File: config.mk
export PLATFORM = sky130hd
export DESIGN_NAME = i2c_cmd_seq
export DESIGN_NICKNAME = d
export VERILOG_FILES = /design/src/rtl/i2c_cmd_seq.sv
export SDC_FILE = /design/constraint.sdc
export NUM_CORES = 1
export LEC_CHECK = 0
export ABC_AREA = 1
export CORE_ASPECT_RATIO = 1.25
export CORE_MARGIN = 5
export CORE_UTILIZATION = 40
export DETAILED_ROUTE_END_ITERATION = 12
export GPL_TIMING_DRIVEN = 0
export PLACE_DENSITY = 0.64
export SLEW_MARGIN = 10
export SYNTH_ARGS = -nofsm -noshare
export SYNTH_HDL_FRONTEND = slang
export SYNTH_SLANG_ARGS = --single-unit
File: constraint.sdc
create_clock -name clk -period 3.4 [get_ports clk]
set_input_delay 0.68 -clock clk [delete_from_list [all_inputs] [get_ports clk]]
set_output_delay 0.68 -clock clk [all_outputs]
set_load 0.02 [all_outputs]
File: src/rtl/i2c_cmd_seq.sv
// Command sequencer in front of i2c_master: queues host register commands,
// launches them one at a time and queues one response per command.
module i2c_cmd_seq #(
   parameter int DEPTH    = 4,
   parameter int AW       = 2,
   parameter int START_TO = 16
) (
   input  logic          clk,
   input  logic          rst,
   input  logic          cmd_valid,
   output logic          cmd_ready,
   input  logic [6:0]    cmd_addr,
   input  logic          cmd_rw,
   input  logic [4:0]    cmd_mem_addr,
   input  logic [7:0]    cmd_data,
   output logic [AW:0]   cmd_count,
   output logic          rsp_valid,
   input  logic          rsp_ready,
   output logic          rsp_rw,
   output logic [7:0]    rsp_data,
   output logic          rsp_err,
   output logic          m_en,
   output logic [6:0]    m_addr,
   output logic          m_rw,
   output logic [4:0]    m_mem_addr,
   output logic [7:0]    m_data_wr,
   input  logic [7:0]    m_data_rd,
   input  logic          m_ack_err,
   input  logic          m_busy
);

   localparam int TW = $clog2(START_TO);
   localparam logic [AW:0] FULL = (AW+1)'(DEPTH);
   localparam logic [TW-1:0] TO_LAST = TW'(START_TO - 1);

   typedef enum logic [2:0] {
      IDLE, LAUNCH, WAIT_BUSY, WAIT_DONE, RESP
   } state_t;

   state_t state, state_nx;

   logic [20:0]   cmd_mem [DEPTH];
   logic [AW-1:0] cwr, crd;
   logic [AW:0]   ccnt;

   logic [9:0]    rsp_mem [DEPTH];
   logic [AW-1:0] rwr, rrd;
   logic [AW:0]   rcnt;
   logic [9:0]    rsp_head;

   logic [TW-1:0] tcnt;
   logic [7:0]    res_data;
   logic          res_err;

   logic cmd_push, rsp_pop, rsp_full;
   logic launch, done, tmo, rsp_push;

   assign cmd_ready = (ccnt != FULL);
   assign cmd_push  = cmd_valid && cmd_ready;
   assign cmd_count = ccnt;
   assign rsp_full  = (rcnt == FULL);
   assign rsp_valid = (rcnt != '0);
   assign rsp_pop   = rsp_valid && rsp_ready;
   assign rsp_head  = rsp_mem[rrd];
   // Stale RAM contents are masked while the response queue is empty
   assign rsp_rw    = rsp_valid & rsp_head[9];
   assign rsp_data  = rsp_valid ? rsp_head[8:1] : 8'h00;
   assign rsp_err   = rsp_valid & rsp_head[0];

   always_comb begin
      state_nx = state;
      launch   = 1'b0;
      done     = 1'b0;
      tmo      = 1'b0;
      rsp_push = 1'b0;
      unique case (state)
         IDLE: begin
            if (ccnt != '0 && !rsp_full) begin
               launch   = 1'b1;
               state_nx = LAUNCH;
            end
         end
         LAUNCH: state_nx = WAIT_BUSY;
         WAIT_BUSY: begin
            if (m_busy) begin
               state_nx = WAIT_DONE;
            end else if (tcnt == TO_LAST) begin
               tmo      = 1'b1;
               state_nx = RESP;
            end
         end
         WAIT_DONE: begin
            if (!m_busy) begin
               done     = 1'b1;
               state_nx = RESP;
            end
         end
         RESP: begin
            rsp_push = 1'b1;
            state_nx = IDLE;
         end
         default: state_nx = IDLE;
      endcase
   end

   always_ff @(posedge clk) begin
      if (cmd_push) cmd_mem[cwr] <= {cmd_addr, cmd_rw, cmd_mem_addr, cmd_data};
      if (rsp_push) rsp_mem[rwr] <= {m_rw, res_data, res_err};
   end

   always_ff @(posedge clk) begin
      if (rst) begin
         state      <= IDLE;
         cwr        <= '0;
         crd        <= '0;
         ccnt       <= '0;
         rwr        <= '0;
         rrd        <= '0;
         rcnt       <= '0;
         tcnt       <= '0;
         res_data   <= 8'h00;
         res_err    <= 1'b0;
         m_en       <= 1'b0;
         m_addr     <= '0;
         m_rw       <= 1'b0;
         m_mem_addr <= '0;
         m_data_wr  <= '0;
      end else begin
         state <= state_nx;
         m_en  <= (state_nx == LAUNCH);
         if (cmd_push) cwr <= cwr + AW'(1);
         if (launch) begin
            {m_addr, m_rw, m_mem_addr, m_data_wr} <= cmd_mem[crd];
            crd <= crd + AW'(1);
         end
         ccnt <= ccnt + (AW+1)'(cmd_push) - (AW+1)'(launch);
         if (state == LAUNCH) tcnt <= '0;
         else if (state == WAIT_BUSY && !m_busy) tcnt <= tcnt + TW'(1);
         if (done) begin
            res_err  <= m_ack_err;
            res_data <= m_rw ? 8'h00 : m_data_rd;
         end else if (tmo) begin
            res_err  <= 1'b1;
            res_data <= 8'h00;
         end
         if (rsp_push) rwr <= rwr + AW'(1);
         if (rsp_pop) rrd <= rrd + AW'(1);
         rcnt <= rcnt + (AW+1)'(rsp_push) - (AW+1)'(rsp_pop);
      end
   end

endmodule

==> summary.md <==
| Metric | Value |
|---|---|
| Final HPWL from detailed placement | `10.2 mm` |
| Endpoints failing setup | `0` |
| Synthesized net count | `752` |
| 1st-pass router iterations | `5` |
| P_int | `4.45 mW` |
| # IOs | `72` |
| Final Cell Area | `8810 um2` |
| Post-Synth Adder-Cell Area | `0.0282` |
| Setup WS post-layout | `0.358 ns` |
| Pins over their slew limit | `0` |
| CP startpoint kind | `flip-flop` |
| Hold buffers post-CTS | `0` |
| Total core area | `17,600 um2` |
| Clock Path Buffers | `2` |
| Worst Max-Slew Pin Slew | `1.00 ns` |
| H-Tree Level Count | `4` |
| Main synth FF type | `edfxtp_1` |
| Post-synthesis compound-gate area fraction | `0.0712` |
| Synth Warn # | `0` |
| Utilization after layout | `0.502` |
| Clk sinks | `178` |
| Tcrit/Tclk final | `0.895` |
| Worst setup endpoint | `rsp_data[6]` |
| ANT nets after route | `0` |
| Leakage | `3.40 nW` |
| Post-DP Area | `8250 um2` |
| Count of different cell masters after synthesis | `28` |
| Most common cell after layout, fill and taps aside | `nand2_1` |
| Sequential-to-total area share from yosys stat | `0.668` |
| Crit. Startpoint | `rcnt[1]$_SDFF_PP0_` |
| Seq. cell area | `4800 um2` |
| Net count, final | `846` |
| Root Driver | `clkbuf_16` |
| Clock Pin Slew Worst Setup and Hold Paths | `0.07 ns` |
| Async SR Flop Fraction | `0` |
| Clock Power Share | `0.270` |
| I/O Buffers | `71` |
| Met3 routed WL | `675 um` |
| Count of flip-flops with a built-in enable after synthesis | `124` |
| Die Span X | `130 um` |
| Mapped cell area | `7190 um2` |
| Antenna violations before repair | `0` |
| Wirelength per Cell | `15.0 um` |
| Die height | `160 um` |
| Fraction of the mapped netlist area in simple logic gates | `0.170` |
| Layout cells sized above 1 | `0.0816` |
| Commonest cells after routing, fill and taps aside | `nand2_1, edfxtp_1, nor2_1` |
| Top Layer Used | `met4` |
| CP Class | `flip-flop to primary output` |
| Combinational share of power | `0.335` |
| Setup WS pre-CTS | `0.728 ns` |
| Routed wire length | `15.5 mm` |
| Post-Synth XOR/XNOR Area | `0.00609` |
| Worst Skew | `0.0109 ns` |
| Wire length on met2 | `7.98 mm` |
| Fin crit period | `3.04 ns` |
| Final Hold Vio Count | `0` |
| WL met1 | `6.56 mm` |
| Final-layout fill cell count | `1,612` |
| Synth Register Bits | `178` |
| Initial DRC Count | `378` |
| Placed Cells | `1,001` |
| Post-CTS setup buffers | `0` |
| Final GP Congestion | `0.754` |
| Vias in the first global route | `4,819` |
| Total GRT Usage | `0.157` |
| Non-Filler Instances | `1,033` |
| RR Endpoint | `cmd_count[2]$_SDFF_PP0_` |
| Status | `complete, no violations` |
| Crit path max fanout | `10` |
| FF-to-FF path depth | `12` |
| Drt drc | `0` |
| First-pass GRT wire length | `24.8 mm` |
| VDD IR-drop max | `0.341 mV` |
| Avg Cell Area, Syn | `10.2 um2` |
| Internal reg-to-reg setup slack | `1.25 ns` |
| Final setup TNS | `0 ns` |
| Main combinational cell family by area after synthesis | `simple AND/OR/NAND/NOR gates` |
| CTS tree | `built` |
| Post-CTS Resized | `0` |
| Rows | `54` |
| Multi-input logic area | `1990 um2` |
| Worst Setup End Kind | `primary output` |
| Pwr dens | `784 nW/um2` |
| Max-cap violations | `0` |
| Pin count of the biggest net entering global routing | `19` |
| Switching Share | `0.356` |
| Vias per cell | `4.72` |
| Vias | `4,880` |
| CTS buffer count | `17` |
| Critical Path AT | `2.36 ns` |
| Syn Inst Count | `702` |
| Sw power | `2.46 mW` |
| HP Class | `flip-flop to flip-flop` |
| Clock latency on the worst-skew pair | `0.43 ns` |
| Antenna Cells | `0` |
| Seq pwr share | `0.395` |
| Overflow after GRT | `0` |
| RSZ-0062 raised after global routing | `no` |
| Initial Utilization | `0.409` |
| Fmax | `329 MHz` |
| Post-synthesis mux area share | `0` |
| Worst endpoint required time | `2.72 ns` |
| Worst reg2reg path startpoint | `cmd_count[1]$_SDFF_PP0_` |
| Die area | `20,800 um2` |
| P&R area growth vs syn | `22.6%` |
| Relative slew slack | `0.330` |
[cells by family (layout without fill, tap and decap cells)]
family | after synthesis | count (layout)
xor+xnor | 5 | 5
flops | 178 | 178
compound gates | 102 | 102
simple gates | 312 | 312
buf+inv | 90 | 197
fa+ha+maj | 15 | 15
[area by class of cell]
class,instances,share of cell area
buffer,28,0.0194
clock inverter,15,0.0155
clock buffer,17,0.0483
sequential,178,0.545
tap,224,0.0318
timing repair buffer,75,0.0875
multi-input combinational,434,0.226
inverter,62,0.0264
[synthesized netlist by cell type, drive strengths merged, types with 2 or more instances]
cell    count  area share
ha         13       0.023
o21ai      68       0.047
fa          2      0.0056
a21oi      33       0.023
edfxtp    124        0.52
dfxtp      54        0.15
nand2     166       0.087
clkbuf     10      0.0054
nand4       2      0.0017
nand3      15       0.012
inv        60       0.031
buf        18       0.018
clkinv      2      0.0010
xor2        4      0.0049
nor2      127       0.068
[power groups by stage]
stage	registers, mW	logic, mW	clock network [mW]
global placement	2.78	2.28	0
floorplan	2.86	1.35	0
global route	2.76	2.59	1.99
finish	2.73	2.31	1.86
detailed placement	2.78	2.34	0
CTS	2.73	2.35	1.89
[how the worst min path moves through the flow]
stage / to / from / cells past startpoint / slack (ns)
detailed placement: rsp_mem[2][2]$_DFFE_PP_ / res_data[1]$_SDFFE_PP0P_ / 0 / 0.49
global placement: rsp_mem[1][7]$_DFFE_PP_ / res_data[6]$_SDFFE_PP0P_ / 0 / 0.48
floorplan: rsp_mem[0][0]$_DFFE_PP_ / res_err$_SDFFE_PP0P_ / 0 / 0.46
CTS: rsp_mem[1][6]$_DFFE_PP_ / res_data[5]$_SDFFE_PP0P_ / 0 / 0.50
global route: rsp_mem[1][6]$_DFFE_PP_ / res_data[5]$_SDFFE_PP0P_ / 0 / 0.53
finish: rsp_mem[1][6]$_DFFE_PP_ / res_data[5]$_SDFFE_PP0P_ / 0 / 0.50
[state kept, by name (all words and copies together) (netlist names), named ones only]
register and flops:
crd 2, m_rw 1, rrd 2, tcnt 4, m_data_wr 8, rsp_mem 40
m_mem_addr 5, state 3, rwr 2, m_addr 7, cmd_mem 84, res_err 1
cwr 2, m_en 1, rcnt 3, res_data 8, cmd_count 3
[routing by layer]
layer / vias up / GRT usage
met3: 20 / 0.0347
met1: 2255 / 0.189
met2: 109 / 0.273
li1: 2496 / -
met4: 0 / 0.0548
met5: - / 0
[worst max-delay path, cell delays in order (launching register included)]
cell and delay (ns):
dfxtp_1 0.34, inv_1 0.08, nand3b_1 0.20, clkinv_1 0.35, a21oi_1 0.31, clkdlybuf4s50_1 0.65
[stage by stage]
stage | total power [mW] | hold slack [ns]
2_1_floorplan | 4.21 | 0.460
3_3_place_gp | 5.06 | 0.481
3_5_place_dp | 5.11 | 0.488
4_1_cts | 6.97 | 0.503
5_1_grt | 7.34 | 0.529
6_report | 6.91 | 0.504
Note: power is estimated with default switching activity, not from simulation.
